[config.mk]
export PLATFORM = sky130hd
export DESIGN_NAME = mux_nx1_rr
export DESIGN_NICKNAME = d
export VERILOG_FILES = /design/src/rtl/mux_pkg.sv /design/src/rtl/rr_arbiter.sv /design/src/rtl/mux_nx1_rr.sv
export SDC_FILE = /design/constraint.sdc
export NUM_CORES = 1
export LEC_CHECK = 0
export BUFFER_PORTS_ARGS = -buffer_cell sky130_fd_sc_hd__buf_4
export CELL_PAD_IN_SITES_DETAIL_PLACEMENT = 0
export CELL_PAD_IN_SITES_GLOBAL_PLACEMENT = 1
export CORE_MARGIN = 1.5
export CORE_UTILIZATION = 31
export CTS_BUF_LIST = sky130_fd_sc_hd__clkbuf_16
export DETAILED_ROUTE_END_ITERATION = 8
export HOLD_SLACK_MARGIN = 0.05
export PLACE_DENSITY_LB_ADDON = 0.25
export SYNTH_ARGS = -nofsm -noshare
export SYNTH_HDL_FRONTEND = slang
export SYNTH_SLANG_ARGS = --single-unit
[constraint.sdc]
create_clock -name clk -period 2.63 [get_ports clk]
set_clock_uncertainty 0.15 [all_clocks]
set_input_delay 0.3945 -clock clk [delete_from_list [all_inputs] [get_ports clk]]
set_output_delay 0.3945 -clock clk [all_outputs]
set_load 0.01 [all_outputs]
[src/rtl/mux_pkg.sv]
// Shared constants and helpers for the N:1 round-robin stream multiplexer.
//   MODE_RR / MODE_FIXED : arbitration mode selectors for mux_nx1_rr.MODE
//   clog2_safe()         : index width that never collapses to zero bits
package mux_pkg;

  localparam int unsigned MODE_RR    = 0;
  localparam int unsigned MODE_FIXED = 1;

  // Width of an index field able to address n entries (at least one bit).
  function automatic int unsigned clog2_safe(input int unsigned n);
    int unsigned w;
    w = 0;
    while ((32'd1 << w) < n) begin
      w = w + 1;
    end
    if (w == 0) begin
      w = 1;
    end
    return w;
  endfunction

endpackage

[src/rtl/rr_arbiter.sv]
// Combinational rotating-priority arbiter.
//   req       : request vector, one bit per channel
//   ptr       : channel that has highest priority this cycle
//   gnt_valid : some request is granted
//   gnt_idx   : granted channel, first requester found scanning ptr upward
//               with wrap-around (tie ptr to 0 for lowest-index priority)
module rr_arbiter
  import mux_pkg::*;
#(
  parameter int unsigned N = 4,
  localparam int unsigned SELW = clog2_safe(N)
) (
  input  logic [N-1:0]    req,
  input  logic [SELW-1:0] ptr,
  output logic            gnt_valid,
  output logic [SELW-1:0] gnt_idx
);

  // Scan offsets from farthest to nearest so the nearest requester wins.
  always_comb begin
    gnt_valid = 1'b0;
    gnt_idx   = '0;
    for (int k = int'(N) - 1; k >= 0; k--) begin
      int unsigned     pos;
      logic [SELW-1:0] idx;
      pos = 32'(ptr) + 32'(k);
      if (pos >= N) begin
        pos = pos - N;
      end
      idx = SELW'(pos);
      if (req[idx]) begin
        gnt_valid = 1'b1;
        gnt_idx   = idx;
      end
    end
  end

endmodule

[src/rtl/mux_nx1_rr.sv]
// N-input registered stream multiplexer with valid/ready handshakes.
// Arbitration is round-robin (MODE_RR) or lowest-index-first (MODE_FIXED);
// force_en restricts eligibility to the single channel force_sel.
//   clk, rst_n          : clock, asynchronous active-low reset
//   in_data/in_valid    : N channels, channel i at in_data[i*W +: W]
//   in_ready            : one-hot (or zero) acceptance, combinational
//   force_en/force_sel  : manual channel selection
//   out_data/out_valid  : registered output word and its valid flag
//   out_ready           : consumer accepts out_data this cycle
//   out_sel             : channel that supplied out_data
module mux_nx1_rr
  import mux_pkg::*;
#(
  parameter int unsigned N    = 4,
  parameter int unsigned W    = 8,
  parameter int unsigned MODE = MODE_RR,
  localparam int unsigned SELW = clog2_safe(N)
) (
  input  logic            clk,
  input  logic            rst_n,
  input  logic [N*W-1:0]  in_data,
  input  logic [N-1:0]    in_valid,
  output logic [N-1:0]    in_ready,
  input  logic            force_en,
  input  logic [SELW-1:0] force_sel,
  output logic [W-1:0]    out_data,
  output logic            out_valid,
  input  logic            out_ready,
  output logic [SELW-1:0] out_sel
);

  logic [W-1:0]    chan_data [N];
  logic [N-1:0]    elig_c;
  logic [SELW-1:0] ptr;
  logic [SELW-1:0] arb_ptr_c;
  logic            gnt_valid_c;
  logic [SELW-1:0] gnt_idx_c;
  logic            load_en_c;
  logic            xfer_c;

  // Unpack the flat data bus into per-channel words.
  for (genvar i = 0; i < int'(N); i++) begin : g_unpack
    assign chan_data[i] = in_data[i*W +: W];
  end

  // Eligible set: all valid channels, or only the forced one if it is in range.
  always_comb begin
    elig_c = '0;
    if (!force_en) begin
      elig_c = in_valid;
    end else if (32'(force_sel) < N) begin
      elig_c[force_sel] = in_valid[force_sel];
    end
  end

  // Fixed priority is round-robin with the pointer pinned at channel 0.
  assign arb_ptr_c = (MODE == MODE_FIXED) ? '0 : ptr;

  rr_arbiter #(
    .N (N)
  ) u_arb (
    .req       (elig_c),
    .ptr       (arb_ptr_c),
    .gnt_valid (gnt_valid_c),
    .gnt_idx   (gnt_idx_c)
  );

  // Output register can take a word when empty or being drained this cycle.
  assign load_en_c = !out_valid || out_ready;
  assign xfer_c    = rst_n && load_en_c && gnt_valid_c;
  assign in_ready  = xfer_c ? (N'(1) << gnt_idx_c) : '0;

  // Output register and round-robin pointer.
  always_ff @(posedge clk or negedge rst_n) begin
    if (!rst_n) begin
      out_valid <= 1'b0;
      out_data  <= '0;
      out_sel   <= '0;
      ptr       <= '0;
    end else begin
      if (xfer_c) begin
        out_valid <= 1'b1;
        out_data  <= chan_data[gnt_idx_c];
        out_sel   <= gnt_idx_c;
        if (MODE == MODE_RR) begin
          ptr <= (32'(gnt_idx_c) == N - 1) ? '0 : gnt_idx_c + SELW'(1);
        end
      end else if (out_ready) begin
        out_valid <= 1'b0;
      end
    end
  end

endmodule

==> results.py <==
metrics = {
    "critical_path": {
        "crit_path_start_kind": "flop",
        "cp-end-kind": "output port",
        "critical_path_class": "reg2out",
        "crit_fanout": 6,
        "critical_path_arrival_ns": 1.98,
        "required_ns": 2.09,
    },
    "power_and_ir_drop": {
        "cellInternalPower_mw": 0.776,
        "ir_worst_vdd_uv": 307,
        "power.density_nw_per_um2": 674,
        "switching_power_mw": 0.330,
        "clockPowerShare": 0.255,
        "p_sw_frac": 0.298,
        "combPwrFrac": 0.460,
        "p_seq_frac": 0.284,
        "leakagePower_nw": 0.804,
    },
    "global_route": {
        "track_usage": 0.150,
        "grt_pass1_vias": 894,
        "antenna_found_initial": 0,
        "grt_pass1_wl_um": 4010,
        "grt_overflow": 0,
        "grt_start_max_net_pins": 23,
    },
    "route": {
        "ant_nets": 0,
        "finalWirelength_um": 2730,
        "avgRoutedWirePerCell_um": 13.4,
        "route.detailed.drc": 0,
        "vias_per_cell": 4.88,
        "dr.first_iter.drc_count": 28,
        "vias": 995,
        "dr.pass1.iters": 4,
    },
    "cts": {
        "cts_tree": "built",
        "ctsLongestPathBuffers": 2,
        "cts.sinks": 13,
        "cts_made_buffers": 3,
        "htreeDepth": 1,
        "clock_latency_ns": 0.24,
        "clk_pin_slew_ns": 0.04,
        "cts_root_buf": "clkbuf_16",
    },
    "sta": {
        "rsz0062_at_grt": "false",
        "hold_viol_final": 0,
        "worstMarginPinSlew_ns": 0.581,
        "finalSetupViolations": 0,
        "relSlewSlack": 0.612,
        "setup_tns_ns": 0,
        "fmax_ghz": 0.397,
        "finalCriticalPeriod_ns": 2.52,
        "fin_crit_sh": 0.959,
        "slew_violations": 0,
    },
    "logic_synthesis": {
        "synthCells": 93,
        "synth_area_um2": 1000,
        "ys_seq_area_frac": 0.325,
        "synth_edf_count": 0,
        "syn_nets": 136,
        "synth-seq-cells": 13,
        "async_flop_share": 1.00,
        "ys.flop_type": "dfrtp_1",
        "postSynthAreaPerCell_um2": 10.8,
        "synth_warnings": 0,
        "synthDistinctLibCells": 35,
    },
    "place": {
        "hpwl_um": 1980,
        "dpl_cell_area_um2": 1500,
        "place.gp.congestion": 0.779,
        "io_buffers": 56,
    },
    "floorplan": {
        "start_util": 0.328,
        "die_w_um": 59.9,
        "io_pins": 57,
        "core_area_um2": 3050,
        "die_area_um2": 3580,
        "die_h_um": 59.9,
        "rows": 20,
    },
    "final_layout": {
        "areaGrowthSynthToFinish_pct": 63.9,
        "final_area_um2": 1640,
        "n_antenna_cell": 0,
        "final_cell_mix": "buf_4, dfrtp_1, mux2_2",
        "final_common_cell": "buf_4",
        "layout-drive-gt1-share": 0.563,
        "nNetsFinal": 204,
    },
    "min_path": {
        "hold_path.class": "reg2reg",
    },
    "outcome": {
        "status": "finished, final reports clean",
    },
    "run": {
        "cap_viol_max_count": 0,
    },
}
[logic make-up (layout without fill, tap and decap cells)]
| logic type | after synthesis | in the layout | share of synthesized area |
|---|---|---|---|
| compound gates | 21 | 21 | 0.189 |
| fa+ha+maj | 1 | 1 | 0.0125 |
| buf+inv | 7 | 74 | 0.0387 |
| flops | 13 | 13 | 0.325 |
| mux | 19 | 19 | 0.231 |
| simple gates | 32 | 32 | 0.205 |
[metal layers]
metal / routed length (um) / vias up / part of all wire / global-route usage
met2: 1370 / 48 / 0.50 / 0.252
met3: 163 / 4 / 0.060 / 0.0346
met5: 0 / - / 0 / 0
li1: - / 483 / - / -
met1: 1180 / 460 / 0.43 / 0.190
met4: 16 / 0 / 0.0059 / 0.0476
[power by group through the flow]
stage	logic [mW]	clock network, mW	registers (mW)
finish	0.509	0.283	0.315
global route	0.549	0.298	0.324
CTS	0.478	0.286	0.314
detailed placement	0.475	0	0.313
global placement	0.472	0	0.315
floorplan	0.253	0	0.330
[state kept, by name, summed over array words and instances (netlist names)]
register and cells:
arb_ptr_c 2, out_sel 2, out_valid 1, out_data 8
[through the flow]
step	worst slack [ns]	hold WS, ns	instances	power (mW)	utilization
5_1_grt	0.00412	0.345	204	1.17	0.538
4_1_cts	0.0228	0.329	200	1.08	0.522
3_5_place_dp	0.228	0.113	195	0.788	0.493
2_1_floorplan	0.454	-0.0511	93	0.583	-
6_report	0.109	0.324	204	1.11	0.538
3_3_place_gp	0.268	0.111	195	0.786	0.493
[worst paths after layout]
check | startpoint | end | slack (ns) | cells past startpoint
max | arb_ptr_c[1]$_DFFE_PN0P_ | in_ready[3] | 0.11 | 9
min | out_sel[1]$_DFFE_PN0P_ | out_sel[1]$_DFFE_PN0P_ | 0.32 | 1
max reg2reg | arb_ptr_c[1]$_DFFE_PN0P_ | out_data[6]$_DFFE_PN0P_ | 0.22 | 8
min reg2reg | out_sel[1]$_DFFE_PN0P_ | out_sel[1]$_DFFE_PN0P_ | 0.32 | 1
max in group asynchronous | rst_n | out_data[0]$_DFFE_PN0P_ | 1.75 | 2
min in group asynchronous | rst_n | out_valid$_DFFE_PN0P_ | 0.41 | 2
[area by class of cell]
cell class	count	area, um^2
Clock buffer	3	75.1
Inverter	4	15.0
Sequential cell	13	325
Fill cell	295	1410
Clock inverter	1	3.75
Multi-Input combinational cell	73	641
Tap cell	44	55.1
Timing Repair Buffer	66	528
[worst max-delay path: stages (launching register included)]
cell	delay (ns)
dfrtp_1	0.43
nand2b_1	0.17
nand3_1	0.12
a2bb2oi_2	0.15
nor4b_4	0.29
buf_12	0.15
ha_1	0.15
inv_1	0.05
nor2_2	0.10
buf_4	0.13
[Yosys cell counts (2+ instances only)]
master | number | area (um^2)
nor2_1 | 4 | 15.0
o21ai_1 | 2 | 10.0
mux2_2 | 9 | 101
nor2b_1 | 2 | 12.5
nor3_1 | 2 | 10.0
inv_1 | 3 | 11.3
nand2_1 | 4 | 15.0
a221o_1 | 8 | 80.1
mux2_1 | 4 | 45.0
a21oi_1 | 2 | 10.0
nand2b_1 | 4 | 25.0
dfrtp_1 | 13 | 325
a21boi_1 | 2 | 15.0
o21ai_0 | 2 | 10.0
mux2_4 | 5 | 75.1
and2_1 | 8 | 50.1
[what timing repair did]
action                                 in CTS  in global routing
endpoints found under the hold margin      13                  0
hold buffers                                1                  0
resized for setup                           0                  1
setup endpoints to repair                   0                  2
buffers inserted                            0                  3
(Power assumes the default switching activity.)
